File: src/rtl/dial_pkg.sv
// Shared mode/direction encodings and the wrap-or-clamp step arithmetic for the dial channels.
// Pure declarations and combinational helpers; no state.
package dial_pkg;

    localparam logic DIAL_MODE_BUTTON = 1'b0;
    localparam logic DIAL_MODE_SPIN   = 1'b1;

    typedef enum logic [1:0] {
        DIR_NONE  = 2'd0,
        DIR_LEFT  = 2'd1,
        DIR_RIGHT = 2'd2
    } dir_t;

    // Position is carried in 32 bits so one function serves any dial width up to 32.
    function automatic logic [31:0] dial_step(
        input logic [31:0] pos,
        input logic [31:0] max_val,
        input logic        right,
        input logic        wrap
    );
        logic [31:0] nxt;
        nxt = pos;
        if (right) begin
            if (pos < max_val) begin
                nxt = pos + 32'd1;
            end else if (wrap) begin
                nxt = 32'd0;
            end
        end else begin
            if (pos != 32'd0) begin
                nxt = pos - 32'd1;
            end else if (wrap) begin
                nxt = max_val;
            end
        end
        return nxt;
    endfunction

endpackage

File: src/rtl/dial_channel.sv
// One dial channel: button-rate stepping with acceleration, or direct spinner stepping.
// Latency 1 clk (all outputs registered); inputs are sampled levels/pulses, no backpressure.
module dial_channel
    import dial_pkg::*;
#(
    parameter int                DIAL_W      = 5,
    parameter logic [DIAL_W-1:0] RESET_VAL   = '0,
    parameter int                SLOW_DIV    = 4,
    parameter int                FAST_DIV    = 1,
    parameter int                ACCEL_AFTER = 4
) (
    input  logic              clk,
    input  logic              rst_n,
    input  logic              ce,
    input  logic              mode,
    input  logic              wrap_en,
    input  logic              move_left,
    input  logic              move_right,
    input  logic              spin_pulse,
    input  logic              spin_dir,
    output logic [DIAL_W-1:0] dial,
    output logic              step_strobe,
    output logic              dir_out
);

    localparam int HW = $clog2(SLOW_DIV + 1);
    localparam int SW = $clog2(ACCEL_AFTER + 1);
    localparam logic [DIAL_W-1:0] DIAL_MAX = '1;

    logic [DIAL_W-1:0] dial_q, dial_d;
    logic              strobe_q, strobe_d;
    logic              dir_q, dir_d;
    logic              mode_q, mode_d;
    logic [HW-1:0]     hold_q, hold_d;
    logic [SW-1:0]     stepc_q, stepc_d;
    dir_t              prev_q, prev_d;

    dir_t          cmd;
    dir_t          prev_eff;
    logic [HW-1:0] hold_eff;
    logic [SW-1:0] stepc_eff;
    logic          do_step;
    logic          step_right;
    int            period;
    logic [31:0]   nxt;

    always_comb begin
        dial_d     = dial_q;
        strobe_d   = 1'b0;
        dir_d      = dir_q;
        mode_d     = mode;
        do_step    = 1'b0;
        step_right = 1'b0;
        period     = SLOW_DIV;
        nxt        = 32'(dial_q);

        if (move_right && !move_left) begin
            cmd = DIR_RIGHT;
        end else if (move_left && !move_right) begin
            cmd = DIR_LEFT;
        end else begin
            cmd = DIR_NONE;
        end

        // A mode change forgets the hold history so a held button re-arms as a fresh press.
        if (mode != mode_q) begin
            prev_eff  = DIR_NONE;
            hold_eff  = '0;
            stepc_eff = '0;
        end else begin
            prev_eff  = prev_q;
            hold_eff  = hold_q;
            stepc_eff = stepc_q;
        end

        hold_d  = hold_eff;
        stepc_d = stepc_eff;
        prev_d  = prev_eff;

        if (mode == DIAL_MODE_SPIN) begin
            hold_d  = '0;
            stepc_d = '0;
            prev_d  = DIR_NONE;
            if (spin_pulse) begin
                do_step    = 1'b1;
                step_right = spin_dir;
            end
        end else if (ce) begin
            period = (32'(stepc_eff) >= ACCEL_AFTER) ? FAST_DIV : SLOW_DIV;
            if (cmd == DIR_NONE) begin
                hold_d  = '0;
                stepc_d = '0;
                prev_d  = DIR_NONE;
            end else if (cmd != prev_eff) begin
                do_step    = 1'b1;
                step_right = (cmd == DIR_RIGHT);
                hold_d     = '0;
                stepc_d    = SW'(1);
                prev_d     = cmd;
            end else if (32'(hold_eff) + 32'd1 >= 32'(period)) begin
                do_step    = 1'b1;
                step_right = (cmd == DIR_RIGHT);
                hold_d     = '0;
                if (32'(stepc_eff) < ACCEL_AFTER) begin
                    stepc_d = stepc_eff + SW'(1);
                end
            end else begin
                hold_d = hold_eff + HW'(1);
            end
        end

        // A clamped step still records its direction but is not a visible change.
        if (do_step) begin
            nxt   = dial_step(32'(dial_q), 32'(DIAL_MAX), step_right, wrap_en);
            dir_d = step_right;
            if (nxt != 32'(dial_q)) begin
                dial_d   = nxt[DIAL_W-1:0];
                strobe_d = 1'b1;
            end
        end
    end

    always_ff @(posedge clk) begin
        if (!rst_n) begin
            dial_q   <= RESET_VAL;
            strobe_q <= 1'b0;
            dir_q    <= 1'b0;
            mode_q   <= DIAL_MODE_BUTTON;
            hold_q   <= '0;
            stepc_q  <= '0;
            prev_q   <= DIR_NONE;
        end else begin
            dial_q   <= dial_d;
            strobe_q <= strobe_d;
            dir_q    <= dir_d;
            mode_q   <= mode_d;
            hold_q   <= hold_d;
            stepc_q  <= stepc_d;
            prev_q   <= prev_d;
        end
    end

    assign dial        = dial_q;
    assign step_strobe = strobe_q;
    assign dir_out     = dir_q;

endmodule

File: src/rtl/multi_dial.sv
// Multi-channel dial position generator: NUM_CH independent dial_channel instances, packed outputs.
// Latency 1 clk (registered outputs); no backpressure, every channel acts in the same cycle.
module multi_dial
    import dial_pkg::*;
#(
    parameter int                NUM_CH      = 2,
    parameter int                DIAL_W      = 5,
    parameter logic [DIAL_W-1:0] RESET_VAL   = '0,
    parameter int                SLOW_DIV    = 4,
    parameter int                FAST_DIV    = 1,
    parameter int                ACCEL_AFTER = 4
) (
    input  logic                     clk,
    input  logic                     RESET_N,
    input  logic                     ce,
    input  logic [NUM_CH-1:0]        mode,
    input  logic [NUM_CH-1:0]        wrap_en,
    input  logic [NUM_CH-1:0]        move_left,
    input  logic [NUM_CH-1:0]        move_right,
    input  logic [NUM_CH-1:0]        spin_pulse,
    input  logic [NUM_CH-1:0]        spin_dir,
    output logic [NUM_CH*DIAL_W-1:0] dial_out,
    output logic [NUM_CH-1:0]        step_strobe,
    output logic [NUM_CH-1:0]        dir_out
);

    for (genvar k = 0; k < NUM_CH; k++) begin : g_ch
        dial_channel #(
            .DIAL_W      (DIAL_W),
            .RESET_VAL   (RESET_VAL),
            .SLOW_DIV    (SLOW_DIV),
            .FAST_DIV    (FAST_DIV),
            .ACCEL_AFTER (ACCEL_AFTER)
        ) u_ch (
            .clk         (clk),
            .rst_n       (RESET_N),
            .ce          (ce),
            .mode        (mode[k]),
            .wrap_en     (wrap_en[k]),
            .move_left   (move_left[k]),
            .move_right  (move_right[k]),
            .spin_pulse  (spin_pulse[k]),
            .spin_dir    (spin_dir[k]),
            .dial        (dial_out[k*DIAL_W +: DIAL_W]),
            .step_strobe (step_strobe[k]),
            .dir_out     (dir_out[k])
        );
    end

endmodule

File: config.mk
export PLATFORM = sky130hd
export DESIGN_NAME = multi_dial
export DESIGN_NICKNAME = d
export VERILOG_FILES = /design/src/rtl/dial_pkg.sv /design/src/rtl/dial_channel.sv /design/src/rtl/multi_dial.sv
export SDC_FILE = /design/constraint.sdc
export NUM_CORES = 1
export LEC_CHECK = 0
export CORE_ASPECT_RATIO = 1.4
export CORE_MARGIN = 3
export CORE_UTILIZATION = 46
export CTS_CLUSTER_SIZE = 20
export DETAILED_ROUTE_END_ITERATION = 12
export PLACE_DENSITY = 0.71
export SLEW_MARGIN = 5
export SYNTH_ARGS = -nofsm -noshare
export SYNTH_HDL_FRONTEND = slang
export SYNTH_HIERARCHICAL = 1
export SYNTH_SLANG_ARGS = --single-unit
File: constraint.sdc
create_clock -name clk -period 3.1 [get_ports clk]
set_input_delay 0.62 -clock clk [delete_from_list [all_inputs] [get_ports clk]]
set_output_delay 0.62 -clock clk [all_outputs]
set_load 0.02 [all_outputs]
==> impl_metrics.py, run 1 <==
metrics = {
    "run_status": {
        "outcome": "finished, final reports clean",
    },
    "routing": {
        "vias": 2725,
        "post_drt_wl_per_cell_um": 14.1,
        "drt_wl_total_um": 6610,
        "drt-pass1-iter-count": 5,
        "drt_iter0_markers": 157,
        "final_antenna_net_count": 0,
        "drc_errors": 0,
        "vias_per_cell": 5.81,
    },
    "clock_tree": {
        "htreeDepth": 2,
        "cts_tree": "built",
        "cts_max_path_buffers": 2,
        "postCtsHoldBufs": 0,
        "clk_latency_ns": 0.29,
        "cts_num_sinks": 32,
        "cts_made_buffers": 5,
        "root_buffer": "clkbuf_8",
        "cts.reportedPaths.clkPinSlew_ns": 0.07,
    },
    "power_and_ir_drop": {
        "powerDensity_nw_per_um2": 671,
        "ir_worst_vdd_uv": 435,
        "p_leak_nw": 1.42,
    },
    "min_path": {
        "min-delay-start": "g_ch[0].u_ch/dir_out$_SDFFE_PN0P_",
        "hold_class": "reg -> reg",
    },
    "timing": {
        "worst-slew-pin-transition_ns": 0.516,
        "rsz0062_at_grt": "no",
        "hold_viol": 0,
        "tns_ns": 0,
        "min_period_ns": 2.89,
        "timing.hold.ws_ns": 0.500,
        "fin_ws_ns": 0.205,
        "fmax_mhz": 345,
        "finalCritPeriodShare": 0.934,
        "setup_violations": 0,
        "fin_worst_skew_ns": 0.00538,
        "slew_headroom": 0.652,
        "slew_viol_final": 0,
    },
    "floorplanning": {
        "core_area_um2": 5650,
        "die_h_um": 97.3,
        "initial_core_util": 0.485,
        "rows": 32,
        "io_pins": 29,
        "die_w_um": 71.2,
        "die_area_um2": 6930,
    },
    "logic_synthesis": {
        "ys_warn_count": 6,
        "synth-seq-area-share": 0.234,
        "avgSynthCellArea_um2": 7.70,
        "synth_ff_type": "dfxtp_1",
        "synth-edff-count": 0,
        "synth_cell_types": 48,
        "syn-num-nets": 387,
        "postSynthCellCount": 356,
        "async_flop_share": 0,
        "syn-cell-area_um2": 2740,
        "synth-seq-cells": 32,
    },
    "worst_setup_path": {
        "crit_chain": "clkdlybuf4s50_1 > buf_4 > xor2_2 > nor2_1 > ha_1 > inv_1 > o21a_1 > a21oi_1 > a31oi_1 > a32oi_4 > mux2i_1",
        "worst_path_max_delay_cell": "clkdlybuf4s50_1",
        "arrival_ns": 3.11,
        "worst-path-buf-inv": 3,
        "crit_required_ns": 3.31,
        "endpoint_kind": "flop",
        "cp-startpoint": "mode[1]",
        "path_delay_family": "compound AO/OA/AOI/OAI gates",
        "max_stage_delay_ns": 0.52,
        "cp_max_fo": 11,
        "timing.rr.start": "g_ch[1].u_ch/dial[0]$_SDFFE_PN0P_",
        "cp-start-kind": "input port",
        "crit_type": "in -> reg",
    },
    "finish": {
        "final_design_area_no_fill_um2": 3370,
        "final_common_cell": "nor2_1",
        "final_cell_mix": "nor2_1 (34), nand2_1 (32), dfxtp_1 (32)",
        "finalCoreUtilization": 0.598,
        "antenna-diode-count": 0,
        "syn_to_final_growth_pct": 23.1,
        "layout-drive-gt1-share": 0.150,
        "n_fill_cell": 505,
        "final_nets": 431,
    },
    "placement": {
        "dp_hpwl_um": 4910,
        "placed_cell_area_um2": 3250,
        "gp_congestion": 0.882,
        "port_buffers": 28,
        "dp_slack_ns": -0.121,
    },
    "grt": {
        "grt_pass1_wl_um": 11300,
        "groute.usage.overall": 0.195,
        "grt_antenna_before_repair": 0,
        "gr-total-overflow": 0,
        "grt_pass1_vias": 2589,
        "grt_max_degree": 19,
    },
    "flow_run": {
        "cap_viol_max_count": 0,
    },
}
-- synth_stat cells (4+ instances only) --
| cell type | number | share of area |
|---|---|---|
| nand3_1 | 4 | 0.0073 |
| a211oi_1 | 4 | 0.011 |
| o21ai_0 | 22 | 0.040 |
| a21oi_1 | 24 | 0.044 |
| mux2i_1 | 10 | 0.037 |
| a31oi_1 | 12 | 0.027 |
| nor2_1 | 34 | 0.047 |
| xor2_1 | 4 | 0.013 |
| inv_1 | 20 | 0.027 |
| nand3b_1 | 4 | 0.011 |
| buf_2 | 6 | 0.011 |
| nor2b_1 | 10 | 0.023 |
| o21a_1 | 4 | 0.011 |
| o311ai_0 | 4 | 0.013 |
| clkbuf_1 | 12 | 0.016 |
| nand2_1 | 32 | 0.044 |
| ha_1 | 16 | 0.073 |
| and3_1 | 10 | 0.023 |
| mux2_2 | 6 | 0.025 |
| and2_1 | 6 | 0.014 |
| nor3_1 | 14 | 0.026 |
| dfxtp_1 | 32 | 0.23 |
| o21ai_1 | 6 | 0.011 |
| o311ai_1 | 4 | 0.013 |
| nand2b_1 | 10 | 0.023 |
-- power breakdown --
group | switching [mW] | internal [mW]
Combinational | 0.619 | 0.563
Sequential | 0.150 | 0.483
Clock | 0.164 | 0.284
Total | 0.933 | 1.33
-- area by class of cell --
type | count | area [um^2] | share of cell area
clock buffers | 7 | 96.3 | 0.0286
multi-input cells | 286 | 1950 | 0.578
flip-flops and latches | 32 | 641 | 0.190
inverters | 20 | 75.1 | 0.0223
well taps | 68 | 85.1 | 0.0252
clock inverters | 1 | 30.0 | 0.00890
repair buffers | 55 | 495 | 0.147
-- logic make-up after synthesis --
family                   after synthesis  share of synthesized area
buffers and inverters                 38                     0.0548
AND/OR/NAND/NOR                      130                      0.237
AO/OA/AOI/OAI                        112                      0.289
flip-flops                            32                      0.234
XOR/XNOR                              10                     0.0429
multiplexers                          18                     0.0694
adder cells (fa/ha/maj)               16                     0.0731
-- timing repair --
| action | in CTS | in global routing |
|---|---|---|
| endpoints found under the setup margin | 0 | 1 |
| resized for setup | 0 | 1 |
| buffers inserted | 0 | 0 |
-- routing by layer --
metal | vias to the layer above | share of wire | wire [um] | global-route usage
li1 | 1376 | - | - | -
met3 | 21 | 0.034 | 226 | 0.0300
met5 | - | 0 | 0 | 0
met2 | 66 | 0.49 | 3230 | 0.326
met4 | 0 | 0.030 | 201 | 0.0883
met1 | 1262 | 0.45 | 2950 | 0.240
-- tightest hold or removal path: stages (launching register included) --
cell,delay (ns)
dfxtp_1,0.33
o21ai_0,0.07
a21boi_1,0.06
-- path summary, 6_finish.rpt --
| kind | to | slack (ns) | cells after the start |
|---|---|---|---|
| max | g_ch[1].u_ch/dial[2]$_SDFFE_PN0P_ | 0.21 | 11 |
| min | g_ch[0].u_ch/dir_out$_SDFFE_PN0P_ | 0.50 | 2 |
| max reg2reg | g_ch[1].u_ch/dial[2]$_SDFFE_PN0P_ | 0.64 | 8 |
| min reg2reg | g_ch[0].u_ch/dir_out$_SDFFE_PN0P_ | 0.50 | 2 |
-- sequential cells by signal, indices dropped and copies added, names as in the netlist --
name / count
g_ch.u_ch/mode_q: 2
g_ch.u_ch/dir_out: 2
g_ch.u_ch/dial: 10
g_ch.u_ch/step_strobe: 2
g_ch.u_ch/hold_q: 6
g_ch.u_ch/stepc_q: 6
g_ch.u_ch/prev_q: 4
-- per-stage QoR --
| step | total power, mW | instances |
|---|---|---|
| finish | 2.26 | 469 |
| global route | 2.43 | 469 |
| CTS | 2.27 | 469 |
| detailed placement | 1.81 | 461 |
| global placement | 1.79 | 461 |
| floorplan | 1.44 | 356 |
Note: power is estimated with default switching activity, not from simulation.
==> run 2, diff against run 1 <==
Settings changed: ABC_AREA from default to 1, SLEW_MARGIN 5 to 15.
==> impl_metrics.py, run 2 <==
metrics = {
    "worst_setup_path": {
        "cp-start-kind": "input port",
        "crit_type": "in -> reg",
        "reg2reg_depth": 20,
        "worst_path_max_delay_cell": "clkdlybuf4s50_1",
        "arrival_ns": 2.78,
        "cpMostUsedCell": "nor2_1",
        "endpoint_kind": "flop",
        "max_stage_delay_ns": 0.49,
        "cp_max_fo": 4,
        "crit_chain": "clkdlybuf4s50_1 > inv_1 > ha_1 > or2_2 > nor2_1 > nand3_2 > nand2_2 > nand2_1 > nand3_1 > nand2_2 > nor2_2 > nor2_2 > nor2_1 > nor2_1",
        "crit_required_ns": 3.28,
    },
    "timing": {
        "hold_viol": 0,
        "min_period_ns": 2.60,
        "timing.hold.ws_ns": 0.463,
        "tns_ns": 0,
        "slew_headroom": 0.806,
        "setup_violations": 0,
        "finalCritPeriodShare": 0.838,
        "fin_worst_skew_ns": 0.00618,
        "fmax_mhz": 385,
        "slew_viol_final": 0,
        "worst-slew-pin-transition_ns": 0.290,
        "rsz0062_at_grt": "no",
    },
    "logic_synthesis": {
        "yosysTopAreaCell": "dfxtp_1",
        "synth_area_leaders": "dfxtp_1 (25%), nand2_1 (13%), inv_1 (11%)",
        "synth-seq-cells": 32,
        "yosysMostFrequentCell": "nand2_1",
        "syn-cell-area_um2": 2550,
        "synth-edff-count": 0,
        "postSynthCellCount": 406,
        "ys_warn_count": 6,
        "synth_ff_type": "dfxtp_1",
        "syn-num-nets": 437,
        "synth-seq-area-share": 0.251,
        "avgSynthCellArea_um2": 6.27,
        "synthTopCellsByCount": "nand2_1 (90), inv_1 (74), nor2_1 (46)",
        "synth_cell_types": 30,
        "async_flop_share": 0,
        "synth_top_area_frac": 0.251,
    },
    "power_and_ir_drop": {
        "combPwrFrac": 0.403,
        "intPower_uw": 797,
        "p_sw_frac": 0.372,
        "ir_worst_vdd_uv": 193,
        "p_leak_nw": 1.55,
        "p_clk_frac": 0.222,
        "power_frac_seq": 0.375,
        "switchingPower_uw": 473,
        "powerDensity_nw_per_um2": 408,
    },
    "routing": {
        "top_layer_used": "met4",
        "post_drt_wl_per_cell_um": 11.3,
        "drt_iter0_markers": 104,
        "drt-pass1-iter-count": 5,
        "final_antenna_net_count": 0,
        "drt_wl_total_um": 5880,
        "wl_met1_um": 2590,
        "met2_length_um": 3040,
        "vias_per_cell": 4.94,
        "drc_errors": 0,
        "vias": 2579,
        "dr_wl_met3_um": 165,
    },
    "clock_tree": {
        "htreeDepth": 2,
        "postCtsSetupBuffers": 0,
        "cts_tree": "built",
        "cts_num_sinks": 32,
        "cts_max_path_buffers": 2,
        "root_buffer": "clkbuf_8",
        "cts_made_buffers": 5,
        "post_cts_resized": 0,
        "postCtsHoldBufs": 0,
        "cts.reportedPaths.clkPinSlew_ns": 0.07,
        "clk_latency_ns": 0.27,
    },
    "finish": {
        "final_design_area_no_fill_um2": 3120,
        "largest_register_ffs": 10,
        "antenna-diode-count": 0,
        "n_fill_cell": 552,
        "finalNonFillerCells": 522,
        "layout-drive-gt1-share": 0.147,
        "finalCoreUtilization": 0.591,
        "final_common_cell": "nand2_1",
        "syn_to_final_growth_pct": 22.3,
        "final_nets": 489,
        "final_cell_mix": "nand2_1 (90), inv_1 (74), nor2_1 (46)",
    },
    "grt": {
        "grt_max_degree": 9,
        "grt_antenna_before_repair": 0,
        "gr-total-overflow": 0,
        "groute.usage.overall": 0.199,
        "grt_pass1_wl_um": 10100,
        "grt_pass1_vias": 2439,
    },
    "placement": {
        "place_inst": 517,
        "gp_congestion": 0.829,
        "dp_hpwl_um": 4810,
        "placed_cell_area_um2": 3040,
        "port_buffers": 28,
    },
    "floorplanning": {
        "die_w_um": 68.9,
        "die_h_um": 94.1,
        "io_pins": 29,
        "rows": 31,
        "initial_core_util": 0.483,
        "die_area_um2": 6480,
        "core_area_um2": 5280,
    },
    "min_path": {
        "whs_path_depth": 2,
        "hold_class": "reg -> reg",
    },
    "run_status": {
        "outcome": "finished, final reports clean",
    },
    "flow_run": {
        "cap_viol_max_count": 0,
    },
}
[run 2: changes by cell type in the layout (fill, tap and decap cells not counted), sizes merged, moves of 10 or more]
cell	before	now
nand2	34	110
inv	20	78
nand3	4	48
nor2	34	52
o21ai	30	12
a31oi	12	2
and3	10	0
nand2b	10	0
nor2b	10	0
[run 2: worst max-delay path: cells and delay by family]
kind          cells  cell delay (ns)
fa+ha+maj         1             0.28
simple gates     11             1.32
buf+inv           2             0.56
[run 2: stage by stage]
step | worst slack [ns] | power [mW]
after floorplan | 0.574 | 0.836
after global placement | 0.0146 | 0.987
after detailed placement | -0.0694 | 0.994
after CTS | 0.225 | 1.29
after global routing | 0.251 | 1.37
final | 0.501 | 1.27
[run 2: power by group through the flow]
stage / logic, mW / clock network (mW) / registers [mW]
floorplan: 0.338 / 0 / 0.498
global placement: 0.501 / 0 / 0.485
detailed placement: 0.508 / 0 / 0.485
CTS: 0.513 / 0.301 / 0.476
global route: 0.577 / 0.316 / 0.480
finish: 0.512 / 0.283 / 0.476
[run 2: final timing paths]
| kind | startpoint | end | slack (ns) |
|---|---|---|---|
| max | move_left[1] | g_ch[1].u_ch/dial[4]$_SDFFE_PN0P_ | 0.50 |
| min | g_ch[1].u_ch/dir_out$_SDFFE_PN0P_ | g_ch[1].u_ch/dir_out$_SDFFE_PN0P_ | 0.46 |
| min reg2reg | g_ch[1].u_ch/dir_out$_SDFFE_PN0P_ | g_ch[1].u_ch/dir_out$_SDFFE_PN0P_ | 0.46 |
| max reg2reg | g_ch[0].u_ch/mode_q$_SDFF_PN0_ | g_ch[0].u_ch/dial[3]$_SDFFE_PN0P_ | 0.74 |
[run 2: area by class of cell]
| cell class | count | area (um^2) | area share |
|---|---|---|---|
| clock buffer | 5 | 68.8 | 0.0221 |
| tap | 66 | 82.6 | 0.0265 |
| inverter | 78 | 298 | 0.0955 |
| sequential | 32 | 641 | 0.206 |
| multi-input combinational | 292 | 1580 | 0.508 |
| timing repair buffer | 49 | 443 | 0.142 |
[run 2: kinds of logic after synthesis]
group	count (synthesis)	share of synthesized area
mux	4	0.0167
fa+ha+maj	16	0.0786
xor+xnor	4	0.0138
compound gates	48	0.110
simple gates	220	0.400
flops	32	0.251
buf+inv	82	0.130
[run 2: metal layers]
layer | global-route usage | up-vias
li1 | - | 1382
met1 | 0.230 | 1151
met2 | 0.355 | 38
met3 | 0.0335 | 8
met4 | 0.0667 | 0
met5 | 0 | -
==> run 3, diff against run 2 <==
Clock period 3.1 ns to 2.5 ns, I/O delays scaled along.
==> impl_metrics.py, run 3 (synthesis gave the netlist of run 2 again) <==
metrics = {
    "timing": {
        "finalCritPeriodShare": 0.951,
        "slew_viol_final": 0,
        "setup_violations": 0,
        "worst-slew-pin-transition_ns": 0.320,
        "hold_viol": 0,
        "fin_worst_skew_ns": 0.0115,
        "fmax_mhz": 421,
        "min_period_ns": 2.38,
        "slew_headroom": 0.787,
    },
    "floorplanning": {
        "core_area_um2": 5280,
        "io_pins": 29,
        "die_area_um2": 6480,
        "rows": 31,
        "die_h_um": 94.1,
        "die_w_um": 68.9,
        "initial_core_util": 0.483,
    },
    "power_and_ir_drop": {
        "p_clk_frac": 0.300,
        "p_leak_nw": 1.72,
        "combPwrFrac": 0.384,
        "powerDensity_nw_per_um2": 541,
        "power_frac_seq": 0.316,
        "switchingPower_uw": 668,
        "ir_worst_vdd_uv": 244,
        "p_sw_frac": 0.357,
        "intPower_mw": 1.21,
        "fin_total_pwr_mw": 1.87,
    },
    "worst_setup_path": {
        "cp-start-kind": "input port",
        "worst-path-buf-inv": 3,
        "endpoint_kind": "flop",
        "cp_max_fo": 4,
        "cpMostUsedCell": "nand2_2",
        "crit_type": "in -> reg",
        "max_stage_delay_ns": 0.47,
        "arrival_ns": 2.56,
        "crit_chain": "clkdlybuf4s50_1 > inv_1 > buf_4 > ha_1 > nand2_2 > nand2_2 > nor2_4 > nand3_4 > nand3_4 > nand2_2 > nand2_1 > nand2_2 > nand2_1 > nand2_2 > nor2_4 > nor2_4 > nor2_2 > nor2_1",
        "crit_required_ns": 2.68,
        "worst_path_max_delay_cell": "clkdlybuf4s50_1",
        "path_delay_family": "simple AND/OR/NAND/NOR gates",
    },
    "clock_tree": {
        "cts.reportedPaths.clkPinSlew_ns": 0.08,
        "cts_num_sinks": 32,
        "clk_latency_ns": 0.29,
        "cts_max_path_buffers": 2,
        "cts_made_buffers": 5,
        "root_buffer": "clkbuf_8",
        "htreeDepth": 2,
        "postCtsHoldBufs": 0,
        "cts_tree": "built",
    },
    "grt": {
        "grt_pass1_wl_um": 10500,
        "groute.usage.overall": 0.210,
        "grt_max_degree": 11,
        "grt_antenna_before_repair": 0,
        "gr-total-overflow": 0,
        "grt_pass1_vias": 2532,
    },
    "routing": {
        "vias": 2795,
        "post_drt_wl_per_cell_um": 12.0,
        "vias_per_cell": 5.07,
        "final_antenna_net_count": 0,
        "drc_errors": 0,
        "drt_iter0_markers": 147,
        "drt_wl_total_um": 6630,
        "drt-pass1-iter-count": 4,
    },
    "placement": {
        "port_buffers": 28,
        "dp_hpwl_um": 5140,
        "placed_cell_area_um2": 3220,
        "gp_congestion": 0.825,
        "place_inst": 542,
    },
    "finish": {
        "final_common_cell": "nand2_1",
        "final_design_area_no_fill_um2": 3460,
        "final_nets": 515,
        "antenna-diode-count": 0,
        "largest_register_ffs": 10,
        "layout-drive-gt1-share": 0.243,
        "finalNonFillerCells": 551,
        "final_cell_mix": "nand2_1 (85), inv_1 (70), buf_4 (47)",
        "syn_to_final_growth_pct": 35.9,
    },
    "run_status": {
        "outcome": "finished, final reports clean",
    },
    "min_path": {
        "hold_class": "reg -> reg",
    },
    "flow_run": {
        "cap_viol_max_count": 0,
    },
}
run 3: changes by cell type in the layout (fill, tap and decap cells not counted), sizes merged:
cell           before  now
buf                21   48
dlymetal6s2s        2    1
clkbuf              5    8
clkdlybuf4s50      26   25
bufinv              0    1
run 3: worst min-delay path, stage by stage, from the launching register on:
cell and delay, ns:
dfxtp_1 0.32, nand2_1 0.06, a21oi_1 0.05
run 3: power groups by stage:
stage	clock network (mW)	logic, mW	registers, mW
floorplan	0	0.419	0.618
global placement	0	0.654	0.601
detailed placement	0	0.664	0.603
CTS	0.570	0.671	0.591
global route	0.590	0.799	0.598
finish	0.563	0.719	0.592
run 3: area by class of cell:
cell class	instances	area (um^2)
Fill cell	469	1810
Timing Repair Buffer	75	626
Multi-Input combinational cell	292	1690
Inverter	78	298
Clock inverter	1	30.0
Tap cell	66	82.6
Clock buffer	7	96.3
Sequential cell	32	643
run 3: metal layers:
| metal | track usage | wire [um] | vias up |
|---|---|---|---|
| met5 | 0 | 0 | - |
| met4 | 0.0764 | 163 | 0 |
| met3 | 0.0383 | 279 | 16 |
| met2 | 0.388 | 3500 | 68 |
| met1 | 0.228 | 2680 | 1264 |
| li1 | - | - | 1447 |
run 3: final timing paths:
path / from / endpoint / slack, ns / cells after the start
worst max-delay path: move_left[0] / g_ch[0].u_ch/dial[3]$_SDFFE_PN0P_ / 0.12 / 18
worst min-delay path: g_ch[1].u_ch/dir_out$_SDFFE_PN0P_ / g_ch[1].u_ch/dir_out$_SDFFE_PN0P_ / 0.47 / 2
worst max register to register: g_ch[0].u_ch/mode_q$_SDFF_PN0_ / g_ch[0].u_ch/dial[3]$_SDFFE_PN0P_ / 0.15 / 19
worst min register to register: g_ch[1].u_ch/dir_out$_SDFFE_PN0P_ / g_ch[1].u_ch/dir_out$_SDFFE_PN0P_ / 0.47 / 2
run 3: what timing repair did:
action                     4_1_cts  5_1_grt
pin swaps                        0        8
setup endpoints to repair       17       11
buffers inserted                 0        1
gates resized for setup          6       34
run 3: metrics by stage:
stage / utilization / setup slack, ns / hold WS, ns / TNS [ns]
global placement: 0.611 / -0.487 / 0.459 / -7.97
detailed placement: 0.611 / -0.586 / 0.465 / -9.63
finish: 0.656 / 0.124 / 0.474 / 0
CTS: 0.637 / 0.00311 / 0.477 / 0
global route: 0.656 / -0.0459 / 0.519 / -0.142
floorplan: - / 0.0936 / 0.466 / 0
